--- src/rtl/jtag_cmd_sequencer_pkg.sv ---
// Shared types and constants for the JTAG sequencer and the JTAG master engine.
package jtag_pkg;

    localparam int DATA_INSTRUCTION_DEF = 6;
    localparam int DATA_FIFO_DEF        = 8;

    // TMS walks used by the engine, shifted out LSB first.
    localparam logic [4:0] TMS_TAP_RESET     = 5'b11111; // any state -> Test-Logic-Reset
    localparam logic [3:0] TMS_IDLE_TO_SH_IR = 4'b0011;  // Run-Test/Idle -> Shift-IR
    localparam logic [2:0] TMS_IDLE_TO_SH_DR = 3'b001;   // Run-Test/Idle -> Shift-DR
    localparam logic [1:0] TMS_EXIT_TO_IDLE  = 2'b01;    // Exit1 -> Update -> Run-Test/Idle

    typedef enum logic [1:0] {
        CMD_IR      = 2'd0,
        CMD_DR      = 2'd1,
        CMD_DR_CONF = 2'd2,
        CMD_END     = 2'd3
    } cmd_kind_t;

    typedef enum logic [2:0] {
        S_BOOT,
        S_IDLE,
        S_LOAD_IR,
        S_LOAD_DR,
        S_LAUNCH,
        S_WAIT_BUSY,
        S_WAIT_DONE,
        S_ERR
    } seq_state_t;

    // Payload bytes needed for a DR shift of the given bit length (9-bit so 255+7 cannot wrap).
    function automatic logic [8:0] byte_count(input logic [7:0] bits);
        return ({1'b0, bits} + 9'd7) >> 3;
    endfunction

endpackage

--- src/rtl/jtag_cmd_sequencer_if.sv ---
// Host-side command and payload handshake of the JTAG command sequencer.
interface jtag_cmd_sequencer_if #(
    parameter int DATA_INSTRUCTION = 6,
    parameter int DATA_FIFO        = 8
);
    logic                        cmd_valid;
    logic                        cmd_ready;
    logic [1:0]                  cmd_kind;
    logic [7:0]                  cmd_len;
    logic [DATA_INSTRUCTION-1:0] cmd_instr;
    logic                        byte_valid;
    logic                        byte_ready;
    logic [DATA_FIFO-1:0]        byte_data;

    modport master (
        output cmd_valid, cmd_kind, cmd_len, cmd_instr, byte_valid, byte_data,
        input  cmd_ready, byte_ready
    );

    modport slave (
        input  cmd_valid, cmd_kind, cmd_len, cmd_instr, byte_valid, byte_data,
        output cmd_ready, byte_ready
    );
endinterface

--- src/rtl/jtag_cmd_sequencer_watchdog.sv ---
// Loadable down-counter guarding the gap between the work pulse and busy rising.
module jtag_seq_watchdog #(
    parameter int WIDTH = 7
) (
    input  logic             clk,
    input  logic             rst,
    input  logic             load,
    input  logic [WIDTH-1:0] load_value,
    input  logic             enable,
    output logic             expired
);
    logic [WIDTH-1:0] count;

    // Load wins over counting; the counter parks at zero once it gets there.
    always_ff @(posedge clk) begin
        if (rst)                        count <= '0;
        else if (load)                  count <= load_value;
        else if (enable && count != '0) count <= count - 1'b1;
    end

    assign expired = (count == '0);
endmodule

--- src/rtl/jtag_cmd_sequencer.sv ---
// Feeds the JTAG master engine: loads its FIFOs from host commands, launches it and tracks busy.
module jtag_cmd_sequencer
    import jtag_pkg::*;
#(
    parameter int DATA_INSTRUCTION = DATA_INSTRUCTION_DEF,
    parameter int DATA_FIFO        = DATA_FIFO_DEF,
    parameter int MAX_LEN          = 128,
    parameter int TIMEOUT          = 64
) (
    input  logic                        clk,
    input  logic                        rst,
    jtag_cmd_sequencer_if.slave         host,
    output logic                        wr_instruction,
    output logic [DATA_INSTRUCTION-1:0] wdata_instruction,
    input  logic                        full_instruction,
    output logic                        wr_data,
    output logic [DATA_FIFO-1:0]        wdata_data,
    input  logic                        full_data,
    output logic                        op,
    output logic                        end_op,
    output logic                        conf_op,
    output logic [7:0]                  len,
    output logic                        work,
    input  logic                        busy,
    output logic                        done,
    output logic                        len_err,
    output logic                        timeout_err,
    output logic [15:0]                 cmd_count
);
    localparam int WD_W = $clog2(TIMEOUT + 1);

    seq_state_t                  state;
    cmd_kind_t                   kind_r;
    logic [7:0]                  len_r;
    logic [DATA_INSTRUCTION-1:0] instr_r;
    logic [8:0]                  bytes_left;
    logic                        len_bad;
    logic                        wd_expired;

    assign len_bad = (host.cmd_len == 8'd0) || (host.cmd_len > 8'(MAX_LEN));

    // FIFO strobes are gated by rst so a reset landing mid-load never writes.
    assign wr_instruction    = !rst && (state == S_LOAD_IR) && !full_instruction;
    assign wdata_instruction = instr_r;
    assign host.byte_ready   = !rst && (state == S_LOAD_DR) && !full_data;
    assign wr_data           = host.byte_valid && host.byte_ready;
    assign wdata_data        = host.byte_data;

    jtag_seq_watchdog #(.WIDTH(WD_W)) u_watchdog (
        .clk        (clk),
        .rst        (rst),
        .load       (state == S_LAUNCH),
        .load_value (WD_W'(TIMEOUT)),
        .enable     (state == S_WAIT_BUSY),
        .expired    (wd_expired)
    );

    // Sequencer FSM; every host/engine control output is registered here.
    always_ff @(posedge clk) begin
        if (rst) begin
            state          <= S_BOOT;
            host.cmd_ready <= 1'b0;
            work           <= 1'b0;
            op             <= 1'b0;
            end_op         <= 1'b0;
            conf_op        <= 1'b0;
            len            <= 8'd0;
            done           <= 1'b0;
            len_err        <= 1'b0;
            timeout_err    <= 1'b0;
            cmd_count      <= 16'd0;
            kind_r         <= CMD_IR;
            len_r          <= 8'd0;
            instr_r        <= '0;
            bytes_left     <= 9'd0;
        end else begin
            work    <= 1'b0;
            done    <= 1'b0;
            len_err <= 1'b0;
            case (state)
                S_BOOT: begin
                    // Engine is busy with its TAP reset until it drops busy.
                    if (!busy) begin
                        state          <= S_IDLE;
                        host.cmd_ready <= 1'b1;
                    end
                end
                S_IDLE: begin
                    if (!host.cmd_ready) begin
                        // Re-open after a rejected DR command.
                        host.cmd_ready <= 1'b1;
                    end else if (host.cmd_valid) begin
                        host.cmd_ready <= 1'b0;
                        kind_r         <= cmd_kind_t'(host.cmd_kind);
                        len_r          <= host.cmd_len;
                        instr_r        <= host.cmd_instr;
                        bytes_left     <= byte_count(host.cmd_len);
                        case (cmd_kind_t'(host.cmd_kind))
                            CMD_IR:      state <= S_LOAD_IR;
                            CMD_DR:      if (len_bad) len_err <= 1'b1; else state <= S_LOAD_DR;
                            CMD_DR_CONF: if (len_bad) len_err <= 1'b1; else state <= S_LAUNCH;
                            default:     state <= S_LAUNCH;
                        endcase
                    end
                end
                S_LOAD_IR: begin
                    if (wr_instruction) state <= S_LAUNCH;
                end
                S_LOAD_DR: begin
                    if (wr_data) begin
                        bytes_left <= bytes_left - 9'd1;
                        if (bytes_left == 9'd1) state <= S_LAUNCH;
                    end
                end
                S_LAUNCH: begin
                    // Engine selects stay stable until done; it re-reads op/len mid-shift.
                    work    <= 1'b1;
                    op      <= (kind_r == CMD_DR) || (kind_r == CMD_DR_CONF);
                    conf_op <= (kind_r == CMD_DR_CONF);
                    end_op  <= (kind_r == CMD_END);
                    len     <= ((kind_r == CMD_DR) || (kind_r == CMD_DR_CONF)) ? len_r : 8'd0;
                    state   <= S_WAIT_BUSY;
                end
                S_WAIT_BUSY: begin
                    if (busy) begin
                        state <= S_WAIT_DONE;
                    end else if (wd_expired) begin
                        timeout_err <= 1'b1;
                        state       <= S_ERR;
                    end
                end
                S_WAIT_DONE: begin
                    if (!busy) begin
                        done           <= 1'b1;
                        cmd_count      <= cmd_count + 16'd1;
                        op             <= 1'b0;
                        end_op         <= 1'b0;
                        conf_op        <= 1'b0;
                        len            <= 8'd0;
                        host.cmd_ready <= 1'b1;
                        state          <= S_IDLE;
                    end
                end
                default: begin
                    // S_ERR: parked with handshakes closed until rst.
                    state <= S_ERR;
                end
            endcase
        end
    end
endmodule

--- src/flat_wrapper.sv ---
// flat-port wrapper written by rule: the top's interface ports become plain ports
module jtag_cmd_sequencer_flat import jtag_pkg::*;
#(
    parameter int DATA_INSTRUCTION = DATA_INSTRUCTION_DEF,
    parameter int DATA_FIFO        = DATA_FIFO_DEF,
    parameter int MAX_LEN          = 128,
    parameter int TIMEOUT          = 64
)
  (clk, rst, wr_instruction, wdata_instruction, full_instruction, wr_data, wdata_data, full_data, op, end_op, conf_op, len, work, busy, done, len_err, timeout_err, cmd_count, host_cmd_valid, host_cmd_kind, host_cmd_len, host_cmd_instr, host_byte_valid, host_byte_data, host_cmd_ready, host_byte_ready);
  jtag_cmd_sequencer_if #(.DATA_INSTRUCTION(DATA_INSTRUCTION), .DATA_FIFO(DATA_FIFO)) host_i ();
  input  logic clk;
  input  logic rst;
  output logic wr_instruction;
  output logic [DATA_INSTRUCTION-1:0] wdata_instruction;
  input  logic full_instruction;
  output logic wr_data;
  output logic [DATA_FIFO-1:0] wdata_data;
  input  logic full_data;
  output logic op;
  output logic end_op;
  output logic conf_op;
  output logic [7:0] len;
  output logic work;
  input  logic busy;
  output logic done;
  output logic len_err;
  output logic timeout_err;
  output logic [15:0] cmd_count;
  input wire logic [$bits(host_i.cmd_valid)-1:0] host_cmd_valid;
  input wire logic [$bits(host_i.cmd_kind)-1:0] host_cmd_kind;
  input wire logic [$bits(host_i.cmd_len)-1:0] host_cmd_len;
  input wire logic [$bits(host_i.cmd_instr)-1:0] host_cmd_instr;
  input wire logic [$bits(host_i.byte_valid)-1:0] host_byte_valid;
  input wire logic [$bits(host_i.byte_data)-1:0] host_byte_data;
  output wire logic [$bits(host_i.cmd_ready)-1:0] host_cmd_ready;
  output wire logic [$bits(host_i.byte_ready)-1:0] host_byte_ready;
  assign host_i.cmd_valid = host_cmd_valid;
  assign host_i.cmd_kind = host_cmd_kind;
  assign host_i.cmd_len = host_cmd_len;
  assign host_i.cmd_instr = host_cmd_instr;
  assign host_i.byte_valid = host_byte_valid;
  assign host_i.byte_data = host_byte_data;
  assign host_cmd_ready = host_i.cmd_ready;
  assign host_byte_ready = host_i.byte_ready;
  jtag_cmd_sequencer #(.DATA_INSTRUCTION(DATA_INSTRUCTION), .DATA_FIFO(DATA_FIFO), .MAX_LEN(MAX_LEN), .TIMEOUT(TIMEOUT)) u_core (.clk(clk), .rst(rst), .host(host_i), .wr_instruction(wr_instruction), .wdata_instruction(wdata_instruction), .full_instruction(full_instruction), .wr_data(wr_data), .wdata_data(wdata_data), .full_data(full_data), .op(op), .end_op(end_op), .conf_op(conf_op), .len(len), .work(work), .busy(busy), .done(done), .len_err(len_err), .timeout_err(timeout_err), .cmd_count(cmd_count));
endmodule
--- config.mk ---
export PLATFORM = sky130hd
export DESIGN_NAME = jtag_cmd_sequencer_flat
export DESIGN_NICKNAME = d
export VERILOG_FILES = /design/src/rtl/jtag_cmd_sequencer_pkg.sv /design/src/rtl/jtag_cmd_sequencer_if.sv /design/src/rtl/jtag_cmd_sequencer_watchdog.sv /design/src/rtl/jtag_cmd_sequencer.sv /design/src/flat_wrapper.sv
export SDC_FILE = /design/constraint.sdc
export NUM_CORES = 1
export LEC_CHECK = 0
export ABC_AREA = 1
export CAP_MARGIN = 5
export CORE_MARGIN = 4
export CORE_UTILIZATION = 46
export DETAILED_ROUTE_END_ITERATION = 10
export PLACE_DENSITY_LB_ADDON = 0.2
export SKIP_CTS_REPAIR_TIMING = 1
export SYNTH_ARGS = -nofsm -noshare
export SYNTH_HDL_FRONTEND = slang
export SYNTH_SLANG_ARGS = --single-unit
--- constraint.sdc ---
create_clock -name clk -period 1.83 [get_ports clk]
set_input_delay 0.549 -clock clk [delete_from_list [all_inputs] [get_ports clk]]
set_output_delay 0.549 -clock clk [all_outputs]
set_load 0.005 [all_outputs]
After elaboration in Yosys (flattened, before gate mapping)
Index checks and enable logic that the tools add are counted. W data, S select, Z words.

Bits in registers: 67. Input bits: 31. Output and inout bits: 49.

$add $sub $neg: 4. Magnitude comparators: 1. Eq/ne operators: 22. Muxes and demuxes: 32. Bitwise gates (word level): 6. Reductions and logical operators: 32.

Operators with widths (count): $mux W3 (10); $mux W9 (3); $pmux W3 S6 (1); $pmux W9 S2 (1); $add A16 B1 Y16 const B (1); $mux W8 (2); $pmux W8 S2 (1); $mux W7 (2); $ne A2 B2 Y1 const B (6); $add A8 B3 Y9 const B (1); $eq A3 B3 Y1 const B (3); $eq A9 B1 Y1 const B (1); $pmux W3 S3 (1); $reduce_and A9 Y1 (1); $sub A9 B1 Y9 const B (1); $gt A8 B8 Y1 const B (1); $logic_not A8 Y1 (1); $pmux W1 S2 (4); $reduce_bool A2 Y1 (4); $reduce_or A2 Y1 (4); $logic_not A7 Y1 (1); $mux W1 (7); $reduce_bool A7 Y1 (1); $sub A7 B1 Y7 const B (1); 17 further kinds (38).

Longest topological paths before layout
Gate-level depths: netlist of run 1.

Depth in word-level cells: 7. Mapped depth: 12. Gate-level depth less buffers: 12.

Modules after synthesis
A second synthesis of run 1 with hierarchy kept.

Cell total of the unflattened synthesis: 518. Area, all modules: 3555.9 um2.

Modules (own cells, without submodules): jtag_cmd_sequencer (times used 1, cells an instance 426, area an instance 3025.4 um2, sequential area each 1201.2 um2); jtag_seq_watchdog (times used 1, cells an instance 92, area an instance 530.5 um2, sequential area each 140.1 um2).

Worst setup path before layout of run 1
OpenSTA, ideal clock, no wires.

Path type: input port to output port. Start: input port rst. End: output port host_byte_ready. Arrival time: 1.149 ns. Setup slack: 0.132 ns. Cell stages on the path: 3. Buffers on the path: 2. Cells stage by stage: clkbuf_1 -> clkbuf_1 -> nor3_1.

Longest elaborated chain between the ends: 3.

Ends and longest elaborated chain: start: declaration (line flat_wrapper.sv:12) `input logic rst;`; $logic_not A1 Y1 (line jtag_cmd_sequencer.sv:45) `assign host.byte_ready = !rst && (state == S_LOAD_DR) && !full_data;`; $logic_and A1 B1 Y1 (2 in series) (line jtag_cmd_sequencer.sv:45); end: declaration (line flat_wrapper.sv:36) `output wire logic [$bits(host_i.byte_ready)-1:0] host_byte_ready;`.

No other way between the ends.

Worst setup path after layout of run 1
Start: input port rst. End: output port wr_data.

Longest elaborated chain between the ends: 4.

Ends and longest elaborated chain: $logic_not A1 Y1 (line jtag_cmd_sequencer.sv:45); $logic_and A1 B1 Y1 (2 in series) (line jtag_cmd_sequencer.sv:45); $logic_and A1 B1 Y1 (line jtag_cmd_sequencer.sv:46) `assign wr_data = host.byte_valid && host.byte_ready;`; end: declaration (line flat_wrapper.sv:16) `output logic wr_data;`.

No other way between the ends.

==> run_results.csv, run 1 <==
group,metric,value,unit
critical_path,worstReg2RegEnd,"u_core.bytes_left[7]$_SDFFE_PP0P_",
critical_path,crit_arrival,1.22,ns
critical_path,crit_required,1.28,ns
critical_path,max_stage_delay,0.25,ns
critical_path,cp_max_fo,5,
drt,drcViolationCount,0,
floorplanning,die-area,8770,um^2
drt,wl_per_cell,12.2,um
timing,clock_skew,0.00727,ns
synth,synth_mux_area_share,0,%
synth,ys_types,36,
critical_path,worstSetupEndpoint,"wr_data",
synth,synth_xor_xnor_area_share,1.30,%
synth,yosysWarnings,0,
pwr,total_power,0.00473,W
place,dp_slack,-0.643,ns
clocking,clockBufferDepth,2,
layout,fill_cells,626,
drt,vias,3356,
synth,synth_edf_count,0,
layout,multi_input_area,1660,um^2
clocking,path_clk_slew,0.07,ns
synth,synthSimpleGateAreaFrac,29.2,%
floorplanning,design.core.area,6940,um^2
timing,relSlewSlack,77.9,%
worst_hold_path,min_path_type,"reg2reg",
global_routing,grt_pass1_wl,13600,um
clocking,cts_made_buffers,9,
pwr,intPower,0.00317,W
global_routing,overflow,0,
timing,finalCritPeriodShare,96.4,%
run,cap_violations,0,
synth,async_flop_share,0,%
critical_path,critPathSlowestCell,"dlymetal6s2s_1",
synth,ys_top_cells_by_area,"dfxtp_1, nand2_1, a21oi_1",
synth,synth_top_family_by_area,"simple AND/OR/NAND/NOR gates",
clocking,root_buffer,"clkbuf_8",
synth,syn_nets,522,
floorplanning,dieWidth,93.6,um
layout,layout_commonest_cell,"nand2_1",
layout,diodes,0,
pwr,total_leakage_power,1.96,nW
clocking,clock-sinks,67,
timing,finalHoldViolCount,0,
critical_path,cp-end-kind,"output pin",
drt,wl,8330,um
synth,synthAdderAreaFrac,3.71,%
clocking,h-tree-depth,3,
critical_path,crit_path_start_kind,"primary input",
drt,first_pass_iters,5,
floorplanning,fp.dieH,93.6,um
critical_path,crit_buf_inv,2,
synth,netlist.area_leader.share,39.8,%
timing,tightest_slew,0.332,ns
critical_path,path_delay_family,"buffers and inverters",
drt,dr.first_iter.drc_count,151,
synth,synth.largest_area_cell,"dfxtp_1",
place,gp_congestion,0.833,
critical_path,ff2ff_setup_slack,0.21,ns
layout,drive_gt1_share,16.9,%
critical_path,crit_cells,4,
critical_path,worstReg2RegStart,"u_core.state[2]$_SDFFE_PP0P_",
critical_path,worstPathCellList,"dlymetal6s2s_1, nor2_1, and3_2, clkbuf_2",
global_routing,grt_max_degree,29,
timing,min_period,1.76,ns
timing,fmax,0.567,GHz
pwr,pwr-share-clk,30.5,%
critical_path,crit_type,"in2out",
layout,register_area,1350,um^2
timing,final_max_slew_viol_count,0,
synth,ys.flop_type,"dfxtp_1",
critical_path,ff2ff_path_depth,11,
global_routing,grtUsageTotal,19.3,%
clocking,clock_latency,0.34,ns
synth,ys_ff_latch,67,
synth,synth_cells,481,
pwr,p_seq_share,36.7,%
floorplanning,rows,30,
place,port_buffers,63,
floorplanning,initial_core_util,48.6,%
floorplanning,io_pins,80,
clocking,cts_tree,"yes",
synth,yosysSeqAreaShare,39.8,%
run_status,status,"complete, no violations",
global_routing,antenna_found_initial,0,
layout,final_cell_mix,"nand2_1, inv_1, dfxtp_1",
synth,syn_avg_cell_area,7.01,um^2
drt,final_antenna_net_count,0,
global_routing,grt_pass1_vias,3190,
drt,vias_per_cell,4.93,
pwr,power_density,1030,nW/um^2
synth,synth-compound-area-share,14.5,%
pwr,swShare,32.9,%
place,place_hpwl,6320,um
pwr,switchingPower,0.00156,W
timing,setup_viol,0,
layout,fin_nets,622,
pwr,comb_power_share,32.8,%
synth,netlist_area,3370,um^2
timing,fin_ws,0.0655,ns
layout,syn_to_final_growth,36.5,%
pwr,irDropWorstVdd,0.671,mV
critical_path,startpoint,"rst",
[cell families after synthesis]
kind of cell,Yosys count
and+or+nand+nor,220
AOI/OAI and AO/OA,91
buffers and inverters,88
DFF,67
adders and majority gates,10
xor gates and xnor gates,5
[cell type report]
type                            count  share of cell area, %
Clock buffer                       10                   2.77
Clock inverter                      5                   2.23
Inverter                           66                   5.49
Multi-Input combinational cell    326                   36.1
Sequential cell                    67                   29.4
Tap cell                           96                   2.61
Timing Repair Buffer              111                   21.4
[routing by layer]
| metal | vias up | wire [um] | track usage, % |
|---|---|---|---|
| met5 | - | 0 | 0 |
| met1 | 1503 | 3610 | 22.6 |
| met3 | 10 | 498 | 4.75 |
| li1 | 1749 | - | - |
| met2 | 94 | 4120 | 34.1 |
| met4 | 0 | 104 | 6.98 |
[sequential cells by signal, indices dropped and copies added, names as in the netlist]
| signal | flops |
|---|---|
| u_core.cmd_count | 16 |
| u_core.bytes_left | 9 |
| u_core.len | 8 |
| u_core.len_r | 8 |
| u_core.u_watchdog.count | 7 |
| u_core.wdata_instruction | 6 |
| u_core.state | 3 |
| u_core.kind_r | 2 |
| u_core.conf_op | 1 |
| u_core.done | 1 |
| u_core.end_op | 1 |
| u_core.host.cmd_ready | 1 |
| u_core.len_err | 1 |
| u_core.op | 1 |
| u_core.timeout_err | 1 |
| u_core.work | 1 |
[worst min-delay path by stage]
stage	depth (start not counted)	slack [ns]	to	startpoint
after CTS	2	0.47	u_core.wdata_instruction[3]$_SDFFE_PP0P_	u_core.wdata_instruction[3]$_SDFFE_PP0P_
final	1	0.46	u_core.cmd_count[7]$_SDFFE_PP0P_	u_core.cmd_count[7]$_SDFFE_PP0P_
after global routing	1	0.48	u_core.cmd_count[7]$_SDFFE_PP0P_	u_core.cmd_count[7]$_SDFFE_PP0P_
after detailed placement	2	0.45	u_core.wdata_instruction[3]$_SDFFE_PP0P_	u_core.wdata_instruction[3]$_SDFFE_PP0P_
after floorplan	2	0.44	u_core.len_r[2]$_SDFFE_PP0P_	u_core.len_r[2]$_SDFFE_PP0P_
after global placement	2	0.45	u_core.wdata_instruction[5]$_SDFFE_PP0P_	u_core.wdata_instruction[5]$_SDFFE_PP0P_
[power groups by stage]
stage | Clock (W) | Sequential (W) | Combinational [W]
global placement | 0 | 0.00176 | 0.00149
CTS | 0.00148 | 0.00173 | 0.00154
global route | 0.00155 | 0.00175 | 0.00176
finish | 0.00144 | 0.00173 | 0.00155
detailed placement | 0 | 0.00176 | 0.00152
floorplan | 0 | 0.00174 | 0.00107
[through the flow]
| stage | hold slack (ns) | TNS, ns | area, um^2 | util, % | std cells |
|---|---|---|---|---|---|
| global route | 0.484 | -0.0334 | 4600 | 66.3 | 681 |
| CTS | 0.466 | -3.64 | 4580 | 65.9 | 681 |
| detailed placement | 0.453 | -19.47 | 4350 | 62.6 | 666 |
| floorplan | 0.442 | 0 | 3370 | - | 481 |
| global placement | 0.447 | -18.26 | 4350 | 62.6 | 666 |
| finish | 0.458 | 0 | 4600 | 66.3 | 681 |
[cell usage after synthesis (7+ instances only)]
cell / n
clkbuf_1: 7
buf_4: 9
nand2_2: 7
ha_1: 10
nand4_1: 8
o21ai_0: 25
nor2_1: 45
a21oi_1: 46
nand2_1: 96
nand3_1: 33
dfxtp_1: 67
nor3_1: 13
inv_1: 61
Note: power is estimated with default switching activity, not from simulation.
==> inputs of run 2 (changes only) <==
--- a/config.mk
+++ b/config.mk
@@ -10,6 +10,7 @@
 export CORE_MARGIN = 4
 export CORE_UTILIZATION = 46
 export DETAILED_ROUTE_END_ITERATION = 10
+export MAX_ROUTING_LAYER = met4
 export PLACE_DENSITY_LB_ADDON = 0.2
 export SKIP_CTS_REPAIR_TIMING = 1
 export SYNTH_ARGS = -nofsm -noshare
==> run_results.csv, run 2 (synthesis gave the netlist of run 1 again) <==
group,metric,value,unit
floorplanning,io_pins,80,
floorplanning,initial_core_util,48.6,%
place,post_dp_cell_area,4350,um^2
timing,final_max_slew_viol_count,0,
layout,fin_nets,624,
timing,finalHoldViolCount,0,
drt,wl_per_cell,12.0,um
run_status,status,"complete, no violations",
floorplanning,fp.dieH,93.6,um
critical_path,crit_buf_inv,2,
worst_hold_path,min_path_type,"reg2reg",
global_routing,grtUsageTotal,19.7,%
critical_path,cp-end-kind,"output pin",
timing,relSlewSlack,78.0,%
layout,syn_to_final_growth,35.5,%
critical_path,ff2ff_setup_slack,0.17,ns
drt,dr.first_iter.drc_count,140,
timing,clock_skew,0.00666,ns
timing,setup_viol,0,
timing,min_period,1.79,ns
critical_path,worstPathCellList,"dlymetal6s2s_1, nor2_2, and3_2, clkbuf_2",
layout,utilization,65.8,%
timing,finalSetupTns,0,ns
drt,drcViolationCount,0,
layout,drive_gt1_share,18.4,%
layout,largestRegisters,"u_core.cmd_count x16, u_core.bytes_left x9",
drt,final_antenna_net_count,0,
layout,layout_commonest_cell,"nand2_1",
place,place_hpwl,6180,um
critical_path,crit_arrival,1.24,ns
pwr,total_leakage_power,1.94,nW
pwr,irDropWorstVdd,0.712,mV
place,gp_congestion,0.890,
drt,first_pass_iters,5,
critical_path,max_stage_delay,0.27,ns
critical_path,crit_type,"in2out",
pwr,power_density,955,nW/um^2
critical_path,crit_required,1.28,ns
critical_path,critPathSlowestCell,"dlymetal6s2s_1",
clocking,clock_latency,0.34,ns
critical_path,crit_path_start_kind,"primary input",
drt,vias_per_cell,4.89,
layout,largest-register,"u_core.cmd_count",
clocking,clock-sinks,67,
run,cap_violations,0,
clocking,root_buffer,"clkbuf_8",
global_routing,antenna_found_initial,0,
floorplanning,dieWidth,93.6,um
layout,largest_reg_flops,16,
critical_path,cp_max_fo,5,
global_routing,overflow,0,
pwr,total_power,0.00436,W
clocking,path_clk_slew,0.07,ns
timing,fmax,0.560,GHz
drt,wl,8190,um
floorplanning,design.core.area,6940,um^2
layout,final_cell_mix,"nand2_1, inv_1, clkdlybuf4s50_1",
timing,whs,0.457,ns
global_routing,grt_max_degree,29,
layout,diodes,0,
floorplanning,die-area,8770,um^2
global_routing,grt_pass1_vias,3104,
layout,final_area,4570,um^2
clocking,cts_tree,"yes",
drt,vias,3348,
floorplanning,rows,30,
clocking,cts_made_buffers,9,
place,port_buffers,63,
layout,fill_cells,598,
timing,tightest_slew,0.330,ns
timing,finalCritPeriodShare,97.6,%
clocking,h-tree-depth,3,
critical_path,path_delay_family,"buffers and inverters",
clocking,clockBufferDepth,2,
global_routing,grt_pass1_wl,13500,um
run 2: changes by cell type in the layout (fill, tap and decap cells not counted), moves of 2 or more:
cell | previous run | this run
nor2_2 | 3 | 6
nand2_1 | 96 | 94
bufinv_16 | 3 | 0
buf_4 | 48 | 50
clkinv_2 | 1 | 3
dfxtp_1 | 57 | 53
nor2_1 | 44 | 42
dfxtp_2 | 10 | 14
run 2: per-layer routing:
layer | global-route usage [%] | wire length (um)
met5 | - | 0
met1 | 23.5 | 3700
met4 | 6.98 | 106
met3 | 5.23 | 379
met2 | 32.2 | 4000
run 2: worst paths after layout:
| path | from | endpoint | cells past startpoint |
|---|---|---|---|
| worst max-delay path | rst | wr_data | 4 |
| worst min-delay path | u_core.cmd_count[7]$_SDFFE_PP0P_ | u_core.cmd_count[7]$_SDFFE_PP0P_ | 1 |
| worst max register to register | u_core.state[1]$_SDFFE_PP0P_ | u_core.bytes_left[2]$_SDFFE_PP0P_ | 10 |
| worst min register to register | u_core.cmd_count[7]$_SDFFE_PP0P_ | u_core.cmd_count[7]$_SDFFE_PP0P_ | 1 |
run 2: report_power, final:
group | switching (W) | total, W | internal (W)
sequential | 0.000114 | 0.00174 | 0.00162
clock | 0.000551 | 0.00104 | 0.000485
combinational | 0.000904 | 0.00159 | 0.000687
total | 0.00157 | 0.00436 | 0.00280
run 2: worst reg2reg max path, cell delays in order, from the launching register on:
cell	delay [ns]
dfxtp_2	0.34
buf_4	0.13
inv_2	0.10
nand2_1	0.09
nor2_2	0.13
o21ai_0	0.10
nor2_1	0.20
buf_4	0.15
buf_4	0.11
nand3_1	0.08
a21oi_1	0.17
run 2: through the flow:
stage / worst slack (ns) / std cells
global route: -0.0138 / 684
finish: 0.0448 / 684
global placement: -0.651 / 666
detailed placement: -0.669 / 666
CTS: -0.675 / 682
floorplan: 0.132 / 481
run 2: final cells by class:
| cell class | count | area [um^2] | share of cell area (%) |
|---|---|---|---|
| sequential | 67 | 1360 | 29.7 |
| clock inverter | 5 | 30.0 | 0.657 |
| timing repair buffer | 113 | 1010 | 22.0 |
| inverter | 66 | 253 | 5.53 |
| clock buffer | 11 | 131 | 2.88 |
| multi-input combinational | 326 | 1670 | 36.6 |
| tap | 96 | 120 | 2.63 |
==> inputs of run 3 (changes only) <==
--- a/config.mk
+++ b/config.mk
@@ -7,7 +7,6 @@
 export LEC_CHECK = 0
 export ABC_AREA = 1
 export CAP_MARGIN = 5
-export CORE_MARGIN = 4
 export CORE_UTILIZATION = 46
 export DETAILED_ROUTE_END_ITERATION = 10
 export MAX_ROUTING_LAYER = met4
==> run_results.csv, run 3 (synthesis gave the netlist of run 1 again) <==
group,metric,value,unit
layout,final_area,4610,um^2
timing,finalCritPeriodShare,96.7,%
layout,largest_reg_flops,16,
floorplanning,design.core.area,6940,um^2
timing,finalHoldViolCount,0,
drt,first_pass_iters,4,
place,port_buffers,63,
clocking,h-tree-depth,3,
layout,largest-register,"u_core.cmd_count",
clocking,cts_tree,"yes",
timing,clock_skew,0.00714,ns
floorplanning,io_pins,80,
layout,diodes,0,
floorplanning,rows,30,
layout,largestRegisters,"u_core.cmd_count x16, u_core.bytes_left x9",
global_routing,grt_pass1_vias,3262,
pwr,irDropWorstVdd,0.619,mV
layout,fill_cells,628,
critical_path,worstPathCellList,"clkdlybuf4s50_1",
critical_path,crit_type,"reg2out",
drt,wl_per_cell,12.0,um
timing,fmax,0.565,GHz
critical_path,startpoint,"u_core.cmd_count[3]$_SDFFE_PP0P_",
worst_hold_path,holdCritStartpoint,"u_core.wdata_instruction[0]$_SDFFE_PP0P_",
drt,dr.first_iter.drc_count,121,
floorplanning,dieWidth,87.6,um
clocking,clock_latency,0.34,ns
place,post_dp_cell_area,4350,um^2
timing,min_period,1.77,ns
worst_hold_path,min_path_type,"reg2reg",
layout,drive_gt1_share,18.9,%
layout,layout_commonest_cell,"nand2_1",
timing,tightest_slew,0.370,ns
clocking,path_clk_slew,0.08,ns
place,place_hpwl,6200,um
clocking,clockBufferDepth,2,
clocking,cts_made_buffers,9,
worst_hold_path,min_path_cells,2,
layout,utilization,66.4,%
layout,fin_nets,623,
critical_path,crit_path_start_kind,"flip-flop",
clocking,clock-sinks,67,
layout,syn_to_final_growth,36.7,%
clocking,root_buffer,"clkbuf_8",
critical_path,ff2ff_setup_slack,0.16,ns
floorplanning,initial_core_util,48.6,%
floorplanning,fp.dieH,87.6,um
critical_path,ff2ff_path_depth,12,
global_routing,grt_pass1_wl,13600,um
timing,relSlewSlack,75.3,%
critical_path,crit_required,1.28,ns
timing,setup_viol,0,
drt,final_antenna_net_count,0,
floorplanning,die-area,7680,um^2
run_status,status,"complete, no violations",
global_routing,antenna_found_initial,0,
drt,drcViolationCount,0,
critical_path,cp_max_fo,5,
timing,final_max_slew_viol_count,0,
run,cap_violations,0,
pwr,power_density,991,nW/um^2
timing,rsz0062_at_grt,"true",
global_routing,grt_max_degree,32,
critical_path,critPathSlowestCell,"clkdlybuf4s50_1",
critical_path,crit_arrival,1.22,ns
drt,vias_per_cell,4.90,
global_routing,overflow,0,
drt,wl,8200,um
place,gp_congestion,0.850,
critical_path,worstReg2RegEnd,"u_core.state[0]$_SDFFE_PP0P_",
critical_path,crit_buf_inv,1,
pwr,total_leakage_power,1.96,nW
critical_path,worstReg2RegStart,"u_core.state[2]$_SDFFE_PP0P_",
layout,final_cell_mix,"nand2_1, inv_1, dfxtp_1",
critical_path,max_stage_delay,0.51,ns
critical_path,path_delay_family,"buffers and inverters",
critical_path,cp-end-kind,"output pin",
drt,vias,3345,
global_routing,grtUsageTotal,23.6,%
worst_hold_path,hold_end,"u_core.wdata_instruction[0]$_SDFFE_PP0P_",
run 3: report_power, final:
group | internal (W) | total, W | switching [W]
combinational | 0.000733 | 0.00168 | 0.000949
clock | 0.000567 | 0.00115 | 0.000581
sequential | 0.00162 | 0.00174 | 0.000118
total | 0.00292 | 0.00457 | 0.00165
run 3: metrics by stage:
stage | hold slack, ns | cells | setup TNS (ns) | setup slack [ns] | power (W)
final | 0.458 | 683 | 0 | 0.0606 | 0.00457
after global routing | 0.489 | 683 | -0.0454 | -0.0354 | 0.00491
after CTS | 0.463 | 682 | -2.12 | -0.603 | 0.00451
after detailed placement | 0.451 | 666 | -16.13 | -0.594 | 0.00335
after global placement | 0.448 | 666 | -14.75 | -0.569 | 0.00331
after floorplan | 0.442 | 481 | 0 | 0.132 | 0.00280
run 3: worst max-delay path by stage:
| stage | to | slack, ns | cells after the start |
|---|---|---|---|
| 6_report | cmd_count[3] | 0.06 | 1 |
| 5_1_grt | u_core.state[0]$_SDFFE_PP0P_ | -0.04 | 12 |
| 4_1_cts | wr_data | -0.60 | 4 |
| 3_5_place_dp | wr_data | -0.59 | 4 |
| 3_3_place_gp | wr_data | -0.57 | 4 |
| 2_1_floorplan | host_byte_ready | 0.13 | 3 |
run 3: final cells by class:
cell class,count,area [um^2],share of cell area (%)
Sequential cell,67,1360,29.4
Tap cell,96,120,2.61
Timing Repair Buffer,112,1000,21.7
Inverter,66,255,5.54
Clock buffer,11,151,3.28
Multi-Input combinational cell,326,1690,36.7
Clock inverter,5,36.3,0.787
run 3: tightest hold or removal path: cells and delay by family (launching register included):
family,cells,cell delay [ns]
flops,1,0.31
compound gates,1,0.05
simple gates,1,0.06
run 3: layer usage:
| metal | wire length (um) | track usage [%] |
|---|---|---|
| met1 | 3800 | 26.5 |
| met4 | 120 | 10.3 |
| met5 | 0 | - |
| met2 | 4060 | 41.4 |
| met3 | 225 | 3.58 |
